`src/rtl/ula_wb_if.sv`:
```
// ula_wb_if -- bus bundle between the ALU stage, the writeback buffer and
// the register file.
//   upstream  : in_valid/in_ready handshake, resu, o_in/c_in/s_in/z_in,
//               op, dest, we_in, flag_en
//   writeback : out_valid/out_ready handshake, wb_data, wb_addr, wb_we
//   flags     : flags {O,C,S,Z}, cond -> cond_true
// slave is the buffer's view; master is the driver/consumer's view.
interface ula_wb_if #(
    parameter int bits = 16
);
    logic            in_valid;
    logic            in_ready;
    logic [bits-1:0] resu;
    logic            o_in;
    logic            c_in;
    logic            s_in;
    logic            z_in;
    logic [7:0]      op;
    logic [3:0]      dest;
    logic            we_in;
    logic            flag_en;
    logic            out_valid;
    logic            out_ready;
    logic [bits-1:0] wb_data;
    logic [3:0]      wb_addr;
    logic            wb_we;
    logic [3:0]      flags;
    logic [2:0]      cond;
    logic            cond_true;

    modport slave (
        input  in_valid, resu, o_in, c_in, s_in, z_in, op, dest, we_in,
               flag_en, out_ready, cond,
        output in_ready, out_valid, wb_data, wb_addr, wb_we, flags, cond_true
    );

    modport master (
        output in_valid, resu, o_in, c_in, s_in, z_in, op, dest, we_in,
               flag_en, out_ready, cond,
        input  in_ready, out_valid, wb_data, wb_addr, wb_we, flags, cond_true
    );
endinterface

```
`src/rtl/ula_wb.sv`:
```
// ula_wb -- 2-entry writeback buffer behind the ALU, plus the architectural
// flag register and branch-condition evaluation.
//   clk      : rising-edge clock
//   reset_n  : asynchronous active-low reset
//   bus      : ula_wb_if.slave (upstream handshake, writeback handshake,
//              flags and condition evaluation)
// Parameters: bits = datapath width, depth = buffer entries (only 2 works).
module ula_wb #(
    parameter int bits  = 16,
    parameter int depth = 2
) (
    input  logic     clk,
    input  logic     reset_n,
    ula_wb_if.slave  bus
);
    typedef enum logic [1:0] {
        EMPTY = 2'd0,
        ONE   = 2'd1,
        FULL  = 2'd2
    } state_t;

    state_t          state_q, state_d;
    logic            wr_ptr_q;
    logic            rd_ptr_q;
    logic [bits-1:0] data_q [depth];
    logic [3:0]      addr_q [depth];
    logic            we_q   [depth];
    logic [3:0]      flags_q;

    logic accept;
    logic pop;
    logic flag_upd;
    logic unused_op;

    // Gating with reset_n keeps in_ready low while reset is held, yet high
    // from the first cycle after release since state is already EMPTY.
    assign bus.in_ready  = reset_n & (state_q != FULL);
    assign bus.out_valid = (state_q != EMPTY);

    assign accept = bus.in_valid & bus.in_ready;
    assign pop    = bus.out_valid & bus.out_ready;

    // Constant-format ops carry op[6]=1; only op[6]=0 formats touch flags.
    assign flag_upd  = accept & bus.flag_en & ~bus.op[6];
    assign unused_op = ^{bus.op[7], bus.op[5:0]};

    always_comb begin
        state_d = state_q;
        unique case (state_q)
            EMPTY: if (accept) state_d = ONE;
            ONE: begin
                if (accept && !pop)      state_d = FULL;
                else if (pop && !accept) state_d = EMPTY;
            end
            FULL:    if (pop) state_d = ONE;
            default: state_d = EMPTY;
        endcase
    end

    always_ff @(posedge clk or negedge reset_n) begin
        if (!reset_n) begin
            state_q  <= EMPTY;
            wr_ptr_q <= 1'b0;
            rd_ptr_q <= 1'b0;
            flags_q  <= '0;
            for (int unsigned i = 0; i < depth; i++) begin
                data_q[i] <= '0;
                addr_q[i] <= '0;
                we_q[i]   <= 1'b0;
            end
        end else begin
            state_q <= state_d;
            if (accept) begin
                data_q[wr_ptr_q] <= bus.resu;
                addr_q[wr_ptr_q] <= bus.dest;
                we_q[wr_ptr_q]   <= bus.we_in;
                wr_ptr_q         <= ~wr_ptr_q;
            end
            if (pop) begin
                rd_ptr_q <= ~rd_ptr_q;
            end
            if (flag_upd) begin
                flags_q <= {bus.o_in, bus.c_in, bus.s_in, bus.z_in};
            end
        end
    end

    assign bus.wb_data = data_q[rd_ptr_q];
    assign bus.wb_addr = addr_q[rd_ptr_q];
    assign bus.wb_we   = we_q[rd_ptr_q];
    assign bus.flags   = flags_q;

    // Decoded from the registered flags only; no bypass of an in-flight update.
    always_comb begin
        bus.cond_true = 1'b0;
        unique case (bus.cond)
            3'b000:  bus.cond_true = 1'b1;
            3'b001:  bus.cond_true = flags_q[0];
            3'b010:  bus.cond_true = ~flags_q[0];
            3'b011:  bus.cond_true = flags_q[1];
            3'b100:  bus.cond_true = ~flags_q[1];
            3'b101:  bus.cond_true = flags_q[2];
            3'b110:  bus.cond_true = flags_q[3];
            default: bus.cond_true = 1'b0;
        endcase
    end
endmodule

```
`src/flat_wrapper.sv`:
```
// flat-port wrapper written by rule: the top's interface ports become plain ports
module ula_wb_flat 
#(
    parameter int bits  = 16,
    parameter int depth = 2
)
  (clk, reset_n, bus_in_valid, bus_resu, bus_o_in, bus_c_in, bus_s_in, bus_z_in, bus_op, bus_dest, bus_we_in, bus_flag_en, bus_out_ready, bus_cond, bus_in_ready, bus_out_valid, bus_wb_data, bus_wb_addr, bus_wb_we, bus_flags, bus_cond_true);
  ula_wb_if #(.bits(bits)) bus_i ();
  input  logic clk;
  input  logic reset_n;
  input wire logic [$bits(bus_i.in_valid)-1:0] bus_in_valid;
  input wire logic [$bits(bus_i.resu)-1:0] bus_resu;
  input wire logic [$bits(bus_i.o_in)-1:0] bus_o_in;
  input wire logic [$bits(bus_i.c_in)-1:0] bus_c_in;
  input wire logic [$bits(bus_i.s_in)-1:0] bus_s_in;
  input wire logic [$bits(bus_i.z_in)-1:0] bus_z_in;
  input wire logic [$bits(bus_i.op)-1:0] bus_op;
  input wire logic [$bits(bus_i.dest)-1:0] bus_dest;
  input wire logic [$bits(bus_i.we_in)-1:0] bus_we_in;
  input wire logic [$bits(bus_i.flag_en)-1:0] bus_flag_en;
  input wire logic [$bits(bus_i.out_ready)-1:0] bus_out_ready;
  input wire logic [$bits(bus_i.cond)-1:0] bus_cond;
  output wire logic [$bits(bus_i.in_ready)-1:0] bus_in_ready;
  output wire logic [$bits(bus_i.out_valid)-1:0] bus_out_valid;
  output wire logic [$bits(bus_i.wb_data)-1:0] bus_wb_data;
  output wire logic [$bits(bus_i.wb_addr)-1:0] bus_wb_addr;
  output wire logic [$bits(bus_i.wb_we)-1:0] bus_wb_we;
  output wire logic [$bits(bus_i.flags)-1:0] bus_flags;
  output wire logic [$bits(bus_i.cond_true)-1:0] bus_cond_true;
  assign bus_i.in_valid = bus_in_valid;
  assign bus_i.resu = bus_resu;
  assign bus_i.o_in = bus_o_in;
  assign bus_i.c_in = bus_c_in;
  assign bus_i.s_in = bus_s_in;
  assign bus_i.z_in = bus_z_in;
  assign bus_i.op = bus_op;
  assign bus_i.dest = bus_dest;
  assign bus_i.we_in = bus_we_in;
  assign bus_i.flag_en = bus_flag_en;
  assign bus_i.out_ready = bus_out_ready;
  assign bus_i.cond = bus_cond;
  assign bus_in_ready = bus_i.in_ready;
  assign bus_out_valid = bus_i.out_valid;
  assign bus_wb_data = bus_i.wb_data;
  assign bus_wb_addr = bus_i.wb_addr;
  assign bus_wb_we = bus_i.wb_we;
  assign bus_flags = bus_i.flags;
  assign bus_cond_true = bus_i.cond_true;
  ula_wb #(.bits(bits), .depth(depth)) u_core (.clk(clk), .reset_n(reset_n), .bus(bus_i));
endmodule
```
`config.mk`:
```
export PLATFORM = sky130hd
export DESIGN_NAME = ula_wb_flat
export DESIGN_NICKNAME = d
export VERILOG_FILES = /design/src/rtl/ula_wb_if.sv /design/src/rtl/ula_wb.sv /design/src/flat_wrapper.sv
export SDC_FILE = /design/constraint.sdc
export NUM_CORES = 1
export LEC_CHECK = 0
export ABC_AREA = 1
export CORE_ASPECT_RATIO = 2
export CORE_UTILIZATION = 50
export DETAILED_ROUTE_END_ITERATION = 8
export PLACE_DENSITY = 0.84
export SYNTH_ARGS = -nofsm -noshare
export SYNTH_HDL_FRONTEND = slang
export SYNTH_SLANG_ARGS = --single-unit
export TNS_END_PERCENT = 5
```
`constraint.sdc`:
```
create_clock -name clk -period 2.6 [get_ports clk]
set_clock_uncertainty 0.05 [all_clocks]
set_input_delay 0.65 -clock clk [delete_from_list [all_inputs] [get_ports clk]]
set_output_delay 0.65 -clock clk [all_outputs]
set_load 0.02 [all_outputs]
```
==> results.toml, run 1 <==
[global_route]
overflow = 0
grt_pass1_wl_um = 9010
first_global_vias = 2088
grt_use_total = 0.241
antenna_found_initial = 0
grt_max_degree = 55

[critical_path]
crit_type = "flop to output pin"
cp-end-kind = "output pin"
critical_path.max_fanout = 18
start_kind = "flop"
crit_required_ps = 1900
cp_data_arrival_time_ps = 1800

[die]
start_util = 0.530
core_um2 = 4380
dieArea_um2 = 4940
die_w_um = 50.2
die_h_um = 98.4
rows = 34
io_pins = 69

[route]
via_per_inst = 5.00
num_vias = 2141
routed_wl_um = 5160
drc_errors = 0
drtPass1Iterations = 4
ant_nets = 0
dr.first_iter.drc_count = 75
avgRoutedWirePerCell_um = 12.1

[power]
power_density_nw_per_um2 = 970
fin_total_pwr_mw = 3.02
leakage_nw = 1.65
ir_drop_v = 0.000609

[logic_synthesis]
synth_top_family_by_area = "simple AND/OR/NAND/NOR gates"
synth_fa_ha_area_frac = 0
synth_area_per_cell_um2 = 7.52
synth_area_leaders = "dfrtp_1 54%, nand2_1 35%, buf_6 1.9%"
synth_xor_area_frac = 0.00377
ys_types = 16
synth.largest_area_cell = "dfrtp_1"
synth_nets = 350
synthMuxAreaShare = 0
async_flop_share = 1.00
synth_seq_area_share = 0.539
synth_compound_area_frac = 0.0108
synth.top_cell.area_share = 0.539
ys.flop_type = "dfrtp_1"
synthTopCellsByCount = "214 x nand2_1, 50 x dfrtp_1, 9 x inv_1"
synth-edff-count = 0
yosysWarningCount = 0
yosys_register_bits = 50
syn_area_um2 = 2320
synthSimpleGateAreaFrac = 0.396
syn_inst = 309
synth.most_common_cell = "nand2_1"

[finish]
final_area_um2 = 3110
area_growth_syn_to_layout_pct = 33.8
diodes = 0
num-fill-cells = 354
drive_above_1_share = 0.0561
layout.nets = 414
multi_input_comb_area_um2 = 953
seqCellArea_um2 = 1250
final_cells = 428
utilization = 0.709

[timing]
hold_violations = 0
period_needed_ps = 2500
holdWs_ps = 420
post-route-period-util = 0.963
slew_headroom = 0.558
timing.final.ws_setup_ps = 95.2
tns_ps = 0
tightest_slew_ps = 663
setup-violations-final = 0
timing.fmax_mhz = 399
slew_violations = 0
rsz0062_at_grt = "yes"

[clock_tree]
cts.sinks = 50
cts.htree.levels = 2
postCtsSetupBuffers = 0
cts_made_buffers = 5
cts_tree = "built"
root_buffer = "clkbuf_8"
path_clk_slew_ps = 80
clk_latency_ps = 310
clockBufferDepth = 2

[place]
dp_hpwl_um = 3550
placed_area_um2 = 3020
io_buffers = 61
dp.cells = 420
post-place-ws_ps = -190
place.gp.congestion = 0.755

[flow_run]
max_cap_violations = 0

[min_path]
hp-class = "input pin to async pin"

[run_status]
outcome = "finished clean"
## routing by layer
metal  vias up  track usage  routed length [um]
met5         -            0                   0
met4         0        0.110                  97
met3         8       0.0498                 191
met2        52        0.440                2770
met1      1014        0.251                2100
li1       1067            -                   -
## flip-flops by register name, indices dropped and copies added, names as in the netlist
signal,cells
u_core.wr_ptr_q,1
u_core.we_q,2
u_core.addr_q,8
u_core.bus.flags,4
u_core.data_q,32
u_core.rd_ptr_q,1
u_core.state_q,2
## cell families (layout without fill, tap and decap cells)
group	count (synthesis)	count (layout)
buffers and inverters	22	87
AND/OR/NAND/NOR	231	231
XOR/XNOR	1	1
flip-flops	50	50
AO/OA/AOI/OAI	5	5
## cell usage in the layout, fill, tap and decap left out, types with 3 or more instances in the layout
cell type          n
a21oi_1            3
buf_12             3
buf_4              6
clkbuf_8           6
clkdlybuf4s50_1   59
dfrtp_1           50
inv_1              9
nand2_1          214
nand3_1            3
nand4_1            7
nor2_1             3
## where the power goes
part / internal [mW] / switching, mW
Clock: 0.215 / 0.240
Sequential: 1.02 / 0.145
Combinational: 0.630 / 0.761
## repair_timing
item                       CTS  global route
cloned                       0             0
hold buffers                 0             0
setup endpoints to repair    1             3
resized for setup            1             1
## area by class of cell
cell class / instances / area share
timing repair buffer: 70 / 0.229
tap: 54 / 0.0217
clock buffer: 7 / 0.0278
multi-input combinational: 237 / 0.307
clock inverter: 1 / 0.00161
inverter: 9 / 0.0109
sequential: 50 / 0.403
## critical path: stages, from the launching register on
cell	delay (ps)
dfrtp_1	450
buf_4	280
nand2_1	80
nand2_1	90
clkdlybuf4s50_1	600
## final timing paths
| path | end | from | cells past startpoint | slack, ps |
|---|---|---|---|---|
| worst max-delay path | bus_wb_data[5] | u_core.rd_ptr_q$_DFFE_PN0P_ | 4 | 100 |
| worst min-delay path | u_core.rd_ptr_q$_DFFE_PN0P_ | reset_n | 2 | 420 |
| worst max register to register | u_core.data_q[18]$_DFFE_PN0P_ | u_core.state_q[1]$_DFFE_PN0P_ | 6 | 1220 |
| worst min register to register | u_core.data_q[12]$_DFFE_PN0P_ | u_core.data_q[12]$_DFFE_PN0P_ | 2 | 430 |
| max in group asynchronous | u_core.addr_q[1]$_DFFE_PN0P_ | reset_n | 2 | 1630 |
| min in group clk | u_core.data_q[12]$_DFFE_PN0P_ | u_core.data_q[12]$_DFFE_PN0P_ | 2 | 430 |
(Power assumes the default switching activity.)
==> run 2, diff against run 1 <==
--- a/config.mk
+++ b/config.mk
@@ -7,6 +7,7 @@
 export LEC_CHECK = 0
 export ABC_AREA = 1
 export CORE_ASPECT_RATIO = 2
+export CORE_MARGIN = 4
 export CORE_UTILIZATION = 50
 export DETAILED_ROUTE_END_ITERATION = 8
 export PLACE_DENSITY = 0.84
==> run 2 against run 1 <==
  * Non-clock buffer count did not move
  * Wire length rose by 8.7%
  * Core utilization fell by 1.4 points
  * Sequential cell count did not move
  * Hold slack improved by 7.0 ps
  * Global-route usage fell by 3.3 points
  * Largest cell class unchanged
  * Largest power group unchanged
==> results.toml, run 2 (synthesized netlist as in run 1, its figures left out) <==
[finish]
seqCellArea_um2 = 1250
diodes = 0
utilization = 0.695
final_common_cell = "nand2_1"
drive_above_1_share = 0.0615
largest-register = "u_core.data_q"
final_cell_mix = "214 x nand2_1, 59 x clkdlybuf4s50_1, 50 x dfrtp_1"
layout.nets = 414
area_growth_syn_to_layout_pct = 32.3
largest_reg_flops = 32
multi_input_comb_area_um2 = 953
num-fill-cells = 385

[min_path]
hp-class = "input pin to async pin"

[clock_tree]
root_buffer = "clkbuf_8"
postCtsSetupBuffers = 0
clockBufferDepth = 2
cts_made_buffers = 5
cts.sinks = 50
cts.htree.levels = 2
clk_latency_ps = 300
cts_hold_buf = 0
path_clk_slew_ps = 90
cts_tree = "built"

[die]
die_w_um = 56.2
die_h_um = 104
core_um2 = 4420
dieArea_um2 = 5870
rows = 34
io_pins = 69
start_util = 0.525

[timing]
setup-violations-final = 0
timing.fmax_mhz = 406
tightest_slew_ps = 683
tns_ps = 0
post-route-period-util = 0.947
timing.final.ws_setup_ps = 137
rsz0062_at_grt = "no"
hold_violations = 0
slew_headroom = 0.544
period_needed_ps = 2460
holdWs_ps = 427
slew_violations = 0

[route]
ant_nets = 0
drtPass1Iterations = 4
drc_errors = 0
dr.first_iter.drc_count = 105
num_vias = 2163
routed_wl_um = 5610
avgRoutedWirePerCell_um = 13.1
via_per_inst = 5.05

[critical_path]
crit_chain = "inv_1 -> buf_4 -> nand2_1 -> nand2_1 -> clkdlybuf4s50_1"
crit_required_ps = 1900
slowest_stage = "clkdlybuf4s50_1"
cp_data_arrival_time_ps = 1760
cpLargestDelayFamily = "buffers and inverters"
start_kind = "flop"
cp_common_cell = "nand2_1"
critical_path.max_fanout = 15
cp-end-kind = "output pin"
max_stage_delay_ps = 610
crit_buf_inv = 3
crit_type = "flop to output pin"

[place]
place.gp.congestion = 0.892
dp_hpwl_um = 3860
post-place-ws_ps = -189
io_buffers = 61

[global_route]
grt.met1_usage = 0.255
globalRouteMet2Util = 0.363
grt_pass1_wl_um = 9890
antenna_found_initial = 0
grt_use_total = 0.208
overflow = 0
busiest_layer = "met2"
grt_max_degree = 55
first_global_vias = 2149
use_met3 = 0.0311

[power]
fin_total_pwr_mw = 3.04
ir_drop_v = 0.000738
leakage_nw = 1.64
power_density_nw_per_um2 = 988

[run_status]
outcome = "finished clean"

[flow_run]
max_cap_violations = 0
-- run 2: cell types whose count changed in the layout (fill, tap and decap cells not counted) --
cell,delta
clkbuf_2,+1
buf_4,+3
clkinv_4,+2
clkinv_2,-1
buf_12,-3
clkdlybuf4s15_1,-1
clkbuf_1,-1
-- run 2: what timing repair did --
action / 4_1_cts / 5_1_grt
gates resized for setup: 1 / 2
hold endpoints to repair: 0 / 0
cloned: 0 / 0
endpoints found under the setup margin: 1 / 1
pin swaps: 0 / 0
-- run 2: worst reg2reg max path, stage by stage (launching register included) --
cell and delay, ps:
dfrtp_1 440, nand2_2 140, nand3_4 130, nor2_4 470
nand2_1 110, nand2_1 80
-- run 2: where the power goes --
group	leakage (nW)	switching [mW]	internal, mW	total, mW
registers	0.624	0.141	1.02	1.17
clock network	0.0514	0.265	0.219	0.484
logic	0.965	0.777	0.610	1.39
total	1.64	1.18	1.85	3.04
-- run 2: path summary, 6_finish.rpt --
path | end | cells past startpoint | slack [ps] | from
setup reg to reg | u_core.data_q[22]$_DFFE_PN0P_ | 5 | 1120 | u_core.state_q[1]$_DFFE_PN0P_
hold / removal | u_core.addr_q[0]$_DFFE_PN0P_ | 2 | 430 | reset_n
max in group asynchronous | u_core.addr_q[5]$_DFFE_PN0P_ | 2 | 1600 | reset_n
min in group clk | u_core.data_q[31]$_DFFE_PN0P_ | 2 | 440 | u_core.data_q[31]$_DFFE_PN0P_
setup / recovery | bus_wb_data[7] | 5 | 140 | u_core.rd_ptr_q$_DFFE_PN0P_
hold reg to reg | u_core.data_q[31]$_DFFE_PN0P_ | 2 | 440 | u_core.data_q[31]$_DFFE_PN0P_
-- run 2: final cells by class --
cell class              instances  area share
flip-flops and latches         50       0.407
inverters                       9      0.0110
clock buffers                   6      0.0269
repair buffers                 70       0.217
clock inverters                 2     0.00570
multi-input cells             237       0.310
well taps                      54      0.0220
-- run 2: through the flow --
step | instances | cell area, um^2
final | 428 | 3070
after global routing | 428 | 3070
after CTS | 428 | 3080
after detailed placement | 420 | 2980
after global placement | 420 | 2980
after floorplan | 309 | 2320
-- run 2: routing by layer --
| layer | up-vias | part of all wire | wire (um) |
|---|---|---|---|
| met5 | - | 0 | 0 |
| met4 | 0 | 0.023 | 128 |
| met3 | 10 | 0.052 | 294 |
| met2 | 79 | 0.52 | 2930 |
| met1 | 1011 | 0.40 | 2250 |
| li1 | 1063 | - | - |
==> run 3, diff against run 2 <==
--- a/config.mk
+++ b/config.mk
@@ -6,11 +6,13 @@
 export NUM_CORES = 1
 export LEC_CHECK = 0
 export ABC_AREA = 1
+export CAP_MARGIN = 20
 export CORE_ASPECT_RATIO = 2
 export CORE_MARGIN = 4
 export CORE_UTILIZATION = 50
 export DETAILED_ROUTE_END_ITERATION = 8
 export PLACE_DENSITY = 0.84
+export SETUP_SLACK_MARGIN = 0.2
 export SYNTH_ARGS = -nofsm -noshare
 export SYNTH_HDL_FRONTEND = slang
 export SYNTH_SLANG_ARGS = --single-unit
==> run 3 against run 2 <==
  * Sequential cell count is the same
  * Core utilization is the same
  * Global-route usage is essentially flat
  * Sequential power is essentially flat
  * Non-clock buffer count is the same
  * Sequential share of layout area is the same
  * First-iteration DRC count grew 5.7%
  * Die area is the same
  * Wire length is essentially flat
  * Setup slack gained 43 ps
  * Critical path type unchanged
  * Critical endpoint is now bus_wb_data[6]
==> results.toml, run 3 (synthesized netlist as in run 1, its figures left out) <==
[die]
io_pins = 69
dieArea_um2 = 5870
core_um2 = 4420
die_h_um = 104
rows = 34
die_w_um = 56.2
start_util = 0.525

[timing]
timing.final.ws_setup_ps = 180
period_needed_ps = 2420
timing.fmax_mhz = 413
hold_violations = 0
setup-violations-final = 0
rsz0062_at_grt = "yes"
slew_violations = 0
tightest_slew_ps = 687
slew_headroom = 0.542
holdWs_ps = 430
post-route-period-util = 0.931

[clock_tree]
path_clk_slew_ps = 90
clockBufferDepth = 2
cts.htree.levels = 2
cts.sinks = 50
clk_latency_ps = 300
postCtsSetupBuffers = 0
cts_tree = "built"
cts_made_buffers = 5
root_buffer = "clkbuf_8"

[critical_path]
crit_type = "flop to output pin"
crit_required_ps = 1900
cpLargestDelayFamily = "buffers and inverters"
start_kind = "flop"
cp-end-kind = "output pin"
cp_common_cell = "nand2_1"
max_stage_delay_ps = 610
crit_buf_inv = 3
crit_chain = "inv_1 -> buf_4 -> nand2_1 -> nand2_1 -> clkdlybuf4s50_1"
critical_path.max_fanout = 15
cp_data_arrival_time_ps = 1720
slowest_stage = "clkdlybuf4s50_1"

[route]
avgRoutedWirePerCell_um = 13.1
routed_wl_um = 5610
dr.first_iter.drc_count = 111
drc_errors = 0
via_per_inst = 5.05
ant_nets = 0
num_vias = 2161
drtPass1Iterations = 4

[finish]
area_growth_syn_to_layout_pct = 32.3
layout.nets = 414
largest_reg_flops = 32
multi_input_comb_area_um2 = 953
seqCellArea_um2 = 1250
num-fill-cells = 385
drive_above_1_share = 0.0615
final_cell_mix = "214 x nand2_1, 56 x clkdlybuf4s50_1, 50 x dfrtp_1"
final_cells = 428
diodes = 0
largest-register = "u_core.data_q"
final_common_cell = "nand2_1"

[global_route]
grt_pass1_wl_um = 9880
grt_max_degree = 55
antenna_found_initial = 0
grt_use_total = 0.208
overflow = 0
first_global_vias = 2149

[power]
leakage_nw = 1.66
fin_total_pwr_mw = 3.03
ir_drop_v = 0.000739
power_density_nw_per_um2 = 985

[place]
dp.cells = 420
post-place-ws_ps = -189
io_buffers = 61
dp_hpwl_um = 3860
place.gp.congestion = 0.892

[run_status]
outcome = "finished clean"

[flow_run]
max_cap_violations = 0

[min_path]
hp-class = "input pin to async pin"
==> run 3: changes by cell type in the layout (fill, tap and decap cells not counted), sizes merged <==
cell,previous run,this run
buf,10,11
clkbuf,7,6
clkdlybuf4s50,59,56
dlygate4sd2,0,2
dlymetal6s2s,0,1
==> run 3: cell type report <==
type,count,share of cell area
clock buffer,6,0.0269
clock inverter,2,0.00570
sequential,50,0.407
tap,54,0.0220
timing repair buffer,70,0.217
multi-input combinational,237,0.310
inverter,9,0.0110
==> run 3: worst paths after layout <==
kind / startpoint / to / slack [ps] / depth (start not counted)
min in group clk: u_core.data_q[17]$_DFFE_PN0P_ / u_core.data_q[17]$_DFFE_PN0P_ / 440 / 2
worst min-delay path: reset_n / u_core.addr_q[0]$_DFFE_PN0P_ / 430 / 2
max in group asynchronous: reset_n / u_core.addr_q[5]$_DFFE_PN0P_ / 1600 / 2
worst max-delay path: u_core.rd_ptr_q$_DFFE_PN0P_ / bus_wb_data[6] / 180 / 5
worst min register to register: u_core.data_q[17]$_DFFE_PN0P_ / u_core.data_q[17]$_DFFE_PN0P_ / 440 / 2
worst max register to register: u_core.state_q[1]$_DFFE_PN0P_ / u_core.data_q[22]$_DFFE_PN0P_ / 1120 / 5
==> run 3: stage by stage <==
step	instance area [um^2]	TNS [ps]	util
2_1_floorplan	2320	0	-
4_1_cts	3080	0	0.696
3_3_place_gp	2980	-155	0.673
5_1_grt	3070	0	0.695
3_5_place_dp	2980	-189	0.673
6_report	3070	0	0.695
==> run 3: timing repair <==
| item | 4_1_cts | 5_1_grt |
|---|---|---|
| cloned | 0 | 0 |
| endpoints found under the setup margin | 15 | 21 |
| hold buffers | 0 | 0 |
| resized for setup | 5 | 2 |
==> run 3: report_power, final <==
part / internal [mW] / switching (mW) / total, mW
clock: 0.219 / 0.264 / 0.483
combinational: 0.602 / 0.778 / 1.38
sequential: 1.02 / 0.141 / 1.17
total: 1.85 / 1.18 / 3.03
==> run 3: per-layer routing <==
metal / track usage / routed length [um] / share of wire
met5: 0 / 0 / 0
met4: 0.0730 / 121 / 0.022
met3: 0.0311 / 287 / 0.051
met2: 0.363 / 2980 / 0.53
met1: 0.255 / 2220 / 0.40
